## config.mk

```make
export PLATFORM = sky130hd
export DESIGN_NAME = periph_bus_arbiter
export DESIGN_NICKNAME = d
export VERILOG_FILES = /design/src/rtl/periph_bus_arbiter.sv
export SDC_FILE = /design/constraint.sdc
export NUM_CORES = 1
export LEC_CHECK = 0
export ABC_AREA = 1
export CORE_AREA = 2 2 121 123
export DETAILED_ROUTE_END_ITERATION = 10
export DIE_AREA = 0 0 123 125
export GPL_ROUTABILITY_DRIVEN = 1
export PLACE_DENSITY = 0.8
export SLEW_MARGIN = 20
export SYNTH_ARGS = -nofsm -noshare
export SYNTH_HDL_FRONTEND = slang
export SYNTH_SLANG_ARGS = --single-unit
```

## constraint.sdc

```tcl
create_clock -name clk -period 1.3 [get_ports clk]
set_input_delay 0.195 -clock clk [delete_from_list [all_inputs] [get_ports clk]]
set_output_delay 0.195 -clock clk [all_outputs]
set_load 0.1 [all_outputs]
```

## src/rtl/periph_bus_arbiter.sv

```systemverilog
// periph_bus_arbiter: two-master round-robin arbiter and 4-cycle sequencer
// for the shared peripheral bus, with registered per-master read data and ack.
module periph_bus_arbiter #(
   parameter int ADDR_W = 8,
   parameter int DATA_W = 32
) (
   input  logic                clk,
   input  logic                rst,
   input  logic                m0_req,
   input  logic                m0_we,
   input  logic [ADDR_W-1:0]   m0_addr,
   input  logic [DATA_W/8-1:0] m0_be,
   input  logic [DATA_W-1:0]   m0_wdata,
   output logic                m0_ack,
   output logic [DATA_W-1:0]   m0_rdata,
   input  logic                m1_req,
   input  logic                m1_we,
   input  logic [ADDR_W-1:0]   m1_addr,
   input  logic [DATA_W/8-1:0] m1_be,
   input  logic [DATA_W-1:0]   m1_wdata,
   output logic                m1_ack,
   output logic [DATA_W-1:0]   m1_rdata,
   output logic [ADDR_W-1:0]   addr,
   output logic [DATA_W/8-1:0] be,
   output logic [DATA_W-1:0]   wdata,
   output logic                we,
   input  logic [DATA_W-1:0]   q,
   output logic                busy,
   output logic                owner
);
   localparam logic [1:0] IDLE = 2'd0, ISSUE = 2'd1, WAIT = 2'd2, DONE = 2'd3;
   logic [1:0] state;
   logic       last_grant, lat_we, gnt;
   // on a tie the master that did not win last time gets the bus
   always_comb gnt = (m0_req & m1_req) ? ~last_grant : m1_req;
   assign busy = state != IDLE;
   always_ff @(posedge clk or negedge rst)
      if (!rst) begin
         state      <= IDLE;
         addr       <= '0;
         be         <= '0;
         wdata      <= '0;
         we         <= 1'b0;
         lat_we     <= 1'b0;
         m0_ack     <= 1'b0;
         m1_ack     <= 1'b0;
         m0_rdata   <= '0;
         m1_rdata   <= '0;
         owner      <= 1'b0;
         last_grant <= 1'b1;
      end else
         case (state)
            IDLE:
               if (m0_req | m1_req) begin
                  state      <= ISSUE;
                  owner      <= gnt;
                  last_grant <= gnt;
                  lat_we     <= gnt ? m1_we : m0_we;
                  we         <= gnt ? m1_we : m0_we;
                  addr       <= gnt ? m1_addr : m0_addr;
                  be         <= gnt ? m1_be : m0_be;
                  wdata      <= gnt ? m1_wdata : m0_wdata;
               end
            ISSUE: begin
               we    <= 1'b0;
               state <= WAIT;
            end
            WAIT: begin
               if (!lat_we && !owner) m0_rdata <= q;
               if (!lat_we && owner) m1_rdata <= q;
               m0_ack <= ~owner;
               m1_ack <= owner;
               addr   <= '0;
               be     <= '0;
               wdata  <= '0;
               state  <= DONE;
            end
            default: begin
               m0_ack <= 1'b0;
               m1_ack <= 1'b0;
               state  <= IDLE;
            end
         endcase
endmodule

```

==> impl_metrics.csv, run 1 <==
group,metric,value,unit
floorplanning,initial_utilization,37.2,%
timing,finalSetupTns,-35.37,ns
detailed_routing,vias_per_cell,4.98,
job,max-cap-violations,0,
floorplanning,dieArea,15400,sq um
placement,gp_congestion,0.823,
global_route,grt_max_degree,45,
clock_tree,htreeDepth,4,
logic_synthesis,avgSynthCellArea,7.95,sq um
critical_path,r2r_end,"m0_rdata[15]",
outcome,violations,"negative setup slack",
placement,io_buffers,238,
timing,clock.fmax,570,MHz
logic_synthesis,yosys_warnings,0,
logic_synthesis,synth_async_sr_flop_share,100,%
placement,dp_hpwl,11900,microns
placement,placed_area,9260,sq um
detailed_routing,drtIter0Drc,281,
floorplanning,io_pins,239,
critical_path,critPathKind,"reg -> reg",
timing,fin_crit,1.75,ns
critical_path,r2r_slack,-0.45,ns
global_route,grt_usage,25.9,%
logic_synthesis,synth-edff-count,0,
logic_synthesis,syn_area,5290,sq um
timing,max-slew-margin-rel,75.9,%
floorplanning,rows,44,
critical_path,crit_slowest_cell,"dfrtp_1",
global_route,grt_pass1_vias,5715,
clock_tree,path_clk_slew,0.07,ns
timing,slew_violations,0,
critical_path,crit_top_cell,"buf_6",
clock_tree,cts_buffers,17,
floorplanning,fp.dieH,125,microns
critical_path,end_kind,"flip-flop",
floorplanning,fp.dieW,123,microns
timing,setup_ws,-0.454,ns
critical_path,worstPathCellList,"inv_2 -> buf_4 -> buf_6 -> ha_4 -> inv_4 -> nor2_4 -> nand2_8 -> buf_6 -> buf_16 -> nand2_2 -> o21ai_1",
layout,fin_area,11100,sq um
timing,worstMarginPinSlew,0.362,ns
timing,rsz0062_at_grt,"true",
timing,finalSetupViolCount,117,
layout,layout_common_cells,"164 x nand2_1, 129 x buf_12, 124 x clkdlybuf4s50_1",
timing,holdWs,0.254,ns
logic_synthesis,ys.flop_type,"dfrtp_1",
logic_synthesis,synth.yosys.seq_area_share,54.9,%
outcome,status,"finished with violations",
clock_tree,cts_sinks,116,
clock_tree,cts_tree,"built",
min_path,hold_class,"in -> async",
detailed_routing,wire_per_inst,18.7,microns
logic_synthesis,netlist_instances,665,
layout,area_growth,110,%
timing,hold_viol,0,
clock_tree,insertion_delay,0.42,ns
clock_tree,ctsLongestPathBuffers,2,
clock_tree,cts_root_buf,"clkbuf_16",
timing,fin_worst_skew,0.0113,ns
layout,nNetsFinal,1088,
logic_synthesis,synth_cell_type_count,20,
logic_synthesis,syn-num-nets,795,
detailed_routing,ant_nets,0,
detailed_routing,wl,21600,microns
critical_path,cp_max_fo,6,
layout,final_common_cell,"nand2_1",
layout,final_layout_size_suffix_gt1_share,35.1,%
global_route,antenna_found_initial,0,
timing,fin_crit_sh,135,%
critical_path,timing.rr.start,"state[0]",
critical_path,worst_path_largest_cell_delay,0.39,ns
critical_path,rr_worst_depth,11,
critical_path,cp.required,1.59,ns
global_route,grt_pass1_wl,30400,microns
detailed_routing,firstDrtPassIters,8,
critical_path,critPathLaunchType,"flip-flop",
detailed_routing,drc_errors,0,
global_route,grt-ovfl-total,0,
detailed_routing,vias,5747,
floorplanning,core,14200,sq um
critical_path,cp_data_arrival_time,2.05,ns
logic_synthesis,ys_seq_elements,116,
layout,diodes,0,
## timing repair
action	4_1_cts	5_1_grt
gates resized for setup	117	101
gates cloned	11	7
pin swaps	9	10
hold buffers	1	0
setup buffers	19	7
hold endpoints to repair	20	0
setup endpoints to repair	111	119
## flip-flops by register name, summed over array words and instances, names as in the netlist
signal / flops
wdata: 32
last_grant: 1
addr: 8
m1_ack: 1
m0_rdata: 32
m0_ack: 1
m1_rdata: 32
we: 1
lat_we: 1
be: 4
state: 2
owner: 1
## cells in the mapped netlist (2+ instances only)
library cell	instances	share of area, %
dfrtp_1	115	54
nand2_1	212	15
clkbuf_1	5	0.36
nand2_2	3	0.36
buf_4	7	0.99
a21oi_1	2	0.19
o21ai_0	39	3.7
buf_2	22	2.1
o21ai_1	29	2.7
inv_1	126	8.9
ha_1	4	0.95
nand3_1	90	8.5
inv_2	2	0.14
nor2_1	3	0.21
## worst max-delay path by stage
stage	cells after the start	startpoint	slack (ns)	to
floorplan	7	state[1]	-0.46	addr[0]
finish	11	state[0]	-0.45	m0_rdata[15]
global route	11	state[0]	-0.51	m0_rdata[15]
global placement	7	m1_req	-0.21	wdata[3]
CTS	6	state[0]	-0.36	busy
detailed placement	7	m1_req	-0.28	wdata[21]
## cell type report
class,instances,area (sq um)
Timing Repair Buffer,308,4590
Clock inverter,14,150
Inverter,128,487
Sequential cell,116,2920
Tap cell,184,230
Clock buffer,18,439
Fill cell,823,3110
Multi-Input combinational cell,387,2290
## per-layer routing
metal	up-vias	global-route usage, %	part of all wire (%)
met4	0	10.2	3.7
met3	63	9.58	10
met5	-	0	0
met1	2733	29.1	35
li1	2631	-	-
met2	320	44.3	51
## kinds of logic after synthesis
| family | count (synthesis) | synth area share (%) |
|---|---|---|
| AO/OA/AOI/OAI | 72 | 6.94 |
| adder cells (fa/ha/maj) | 4 | 0.947 |
| AND/OR/NAND/NOR | 311 | 24.7 |
| flip-flops | 116 | 54.9 |
| buffers and inverters | 162 | 12.5 |
## worst max-delay path, delay by kind of cell, from the launching register on
family	cells	cell delay [ns]
adder cells (fa/ha/maj)	1	0.17
flip-flops	1	0.39
AND/OR/NAND/NOR	3	0.33
AO/OA/AOI/OAI	1	0.09
buffers and inverters	6	0.64
## per-stage QoR
step,worst slack [ns],cells,utilization (%)
floorplan,-0.460,665,-
global placement,-0.211,1083,65.2
detailed placement,-0.276,1083,65.2
CTS,-0.360,1145,75.1
global route,-0.512,1155,78.1
finish,-0.454,1155,78.1
Power of run 1 is not shown: default switching activity piles up to over one toggle a cycle in this logic, so the estimate is an artifact.
==> run 2, diff against run 1 <==
--- a/config.mk
+++ b/config.mk
@@ -6,11 +6,11 @@
 export NUM_CORES = 1
 export LEC_CHECK = 0
 export ABC_AREA = 1
-export CORE_AREA = 2 2 121 123
+export CORE_AREA = 2 2 111 135
 export DETAILED_ROUTE_END_ITERATION = 10
-export DIE_AREA = 0 0 123 125
+export DIE_AREA = 0 0 113 137
 export GPL_ROUTABILITY_DRIVEN = 1
-export PLACE_DENSITY = 0.8
+export PLACE_DENSITY = 0.79
 export SLEW_MARGIN = 20
 export SYNTH_ARGS = -nofsm -noshare
 export SYNTH_HDL_FRONTEND = slang
==> run 2 against run 1 <==
Flip-flop and latch count unchanged. Utilization rose by 6.7 points. Via count is 3.9% higher. Count of clock-buffer cells in the layout increased by 1. Non-clock buffer count grew 21. Die area increased by 0.69%. Highest routed layer unchanged. Register-to-register slack improved by 0.04 ns. Largest cell class unchanged. The run ends with design-rule violations, negative setup slack left. First-iteration DRC count increased by 37%. Worst setup slack better by 0.040 ns. Sequential share of layout area decreased by 2.0 points.
==> impl_metrics.csv, run 2 (same netlist as run 1, synthesis figures left out) <==
group,metric,value,unit
layout,final_common_cell,"nand2_1",
critical_path,critPathKind,"reg -> reg",
floorplanning,fp.dieH,137,microns
timing,max-slew-margin-rel,65.9,%
timing,hold_viol,0,
outcome,status,"finished with violations",
timing,fin_worst_skew,0.0102,ns
layout,layout_common_cells,"141 x nand2_1, 139 x buf_12, 124 x clkdlybuf4s50_1",
critical_path,cp.required,1.62,ns
global_route,grt_pass1_vias,6370,
critical_path,cp_max_fo,6,
clock_tree,insertion_delay,0.41,ns
global_route,grt_max_degree,86,
clock_tree,path_clk_slew,0.07,ns
timing,clock.fmax,583,MHz
min_path,hold_class,"in -> reg",
timing,slew_violations,0,
critical_path,end_kind,"flip-flop",
detailed_routing,drc_errors,20,
critical_path,cp-startpoint,"state[1]",
timing,worstMarginPinSlew,0.512,ns
layout,final_layout_size_suffix_gt1_share,43.5,%
floorplanning,io_pins,239,
layout,largest_registers,"m0_rdata (32), m1_rdata (32), wdata (32)",
timing,rsz0062_at_grt,"true",
global_route,antenna_found_initial,0,
layout,nNetsFinal,1113,
layout,diodes,0,
detailed_routing,drtIter0Drc,386,
floorplanning,dieArea,15500,sq um
detailed_routing,ant_nets,0,
floorplanning,core,14200,sq um
outcome,violations,"design-rule violations, negative setup slack",
layout,area_growth,127,%
timing,finalSetupTns,-34.03,ns
clock_tree,htreeDepth,4,
floorplanning,rows,48,
critical_path,critPathLaunchType,"flip-flop",
clock_tree,cts_root_buf,"clkbuf_16",
global_route,grt-ovfl-total,0,
floorplanning,fp.dieW,113,microns
placement,gp_congestion,0.798,
placement,io_buffers,238,
detailed_routing,vias,5970,
job,max-cap-violations,0,
placement,dp_hpwl,11500,microns
global_route,grt_usage,30.1,%
detailed_routing,wire_per_inst,21.3,microns
clock_tree,cts_buffers,17,
critical_path,cp_data_arrival_time,2.03,ns
timing,fin_crit,1.71,ns
critical_path,rr_worst_depth,10,
detailed_routing,wl,24900,microns
timing,fin_crit_sh,132,%
floorplanning,initial_utilization,37.3,%
detailed_routing,vias_per_cell,5.10,
clock_tree,cts_sinks,116,
global_route,grt_pass1_wl,35200,microns
layout,fillerInstances,699,
critical_path,r2r_slack,-0.41,ns
timing,finalSetupViolCount,117,
clock_tree,ctsLongestPathBuffers,2,
critical_path,timing.rr.start,"state[1]",
timing,setup_ws,-0.414,ns
detailed_routing,firstDrtPassIters,7,
min_path,worstHoldStart,"q[5]",
min_path,hold_path_depth,3,
clock_tree,cts_tree,"built",
-- run 2: cell types whose count changed in the layout (fill, tap and decap cells not counted), sizes merged --
cell	delta
buf	+23
nor2	+3
clkbuf	-2
clkinv	-2
bufbuf	+1
bufinv	+1
clkinvlp	+1
inv	-1
nand3	+1
-- run 2: worst max-delay path, cell delays in order, from the launching register on --
cell	delay, ns
dfrtp_1	0.41
buf_6	0.14
ha_4	0.16
buf_6	0.12
buf_6	0.13
buf_6	0.11
nand3_4	0.09
buf_12	0.14
buf_12	0.14
nand2_4	0.06
o21ai_2	0.10
-- run 2: routing by layer --
layer  wire (microns)  GRT usage (%)  up-vias
met5                0              0        -
met4             1010           14.4        0
met3             1840           7.53       69
met2            13600           55.0      313
met1             8440           32.4     2901
li1                 -              -     2687
-- run 2: area by class of cell --
cell class / instances / area, sq um / area share [%]
inverter: 128 / 489 / 4.07
multi-input combinational: 391 / 2740 / 22.8
sequential: 116 / 2920 / 24.3
clock inverter: 13 / 173 / 1.44
clock buffer: 19 / 453 / 3.77
tap: 175 / 219 / 1.82
timing repair buffer: 329 / 5030 / 41.8
-- run 2: worst paths after layout --
path,to
min in group asynchronous,m1_rdata[2]
setup / recovery,m1_rdata[21]
max in group asynchronous,addr[7]
hold / removal,m1_rdata[5]
hold reg to reg,last_grant
setup reg to reg,m1_rdata[21]
-- run 2: stage by stage --
| stage | util [%] | instance area [sq um] | hold WS, ns | instances | setup WS (ns) |
|---|---|---|---|---|---|
| 2_1_floorplan | - | 5400 | -0.101 | 665 | -0.460 |
| 3_3_place_gp | 64.8 | 9190 | 0.262 | 1071 | -0.566 |
| 3_5_place_dp | 64.8 | 9190 | 0.270 | 1071 | -0.646 |
| 4_1_cts | 82.1 | 11600 | 0.339 | 1172 | -0.389 |
| 5_1_grt | 84.8 | 12000 | 0.389 | 1171 | -0.460 |
| 6_report | 84.8 | 12000 | 0.363 | 1171 | -0.414 |
-- run 2: what timing repair did --
item	4_1_cts	5_1_grt
hold endpoints to repair	115	0
pin swaps	50	28
hold buffers	1	0
cloned	29	1
setup endpoints to repair	115	119
resized for setup	215	140
buffers inserted	39	16
Power of run 2 is left out for the same reason.
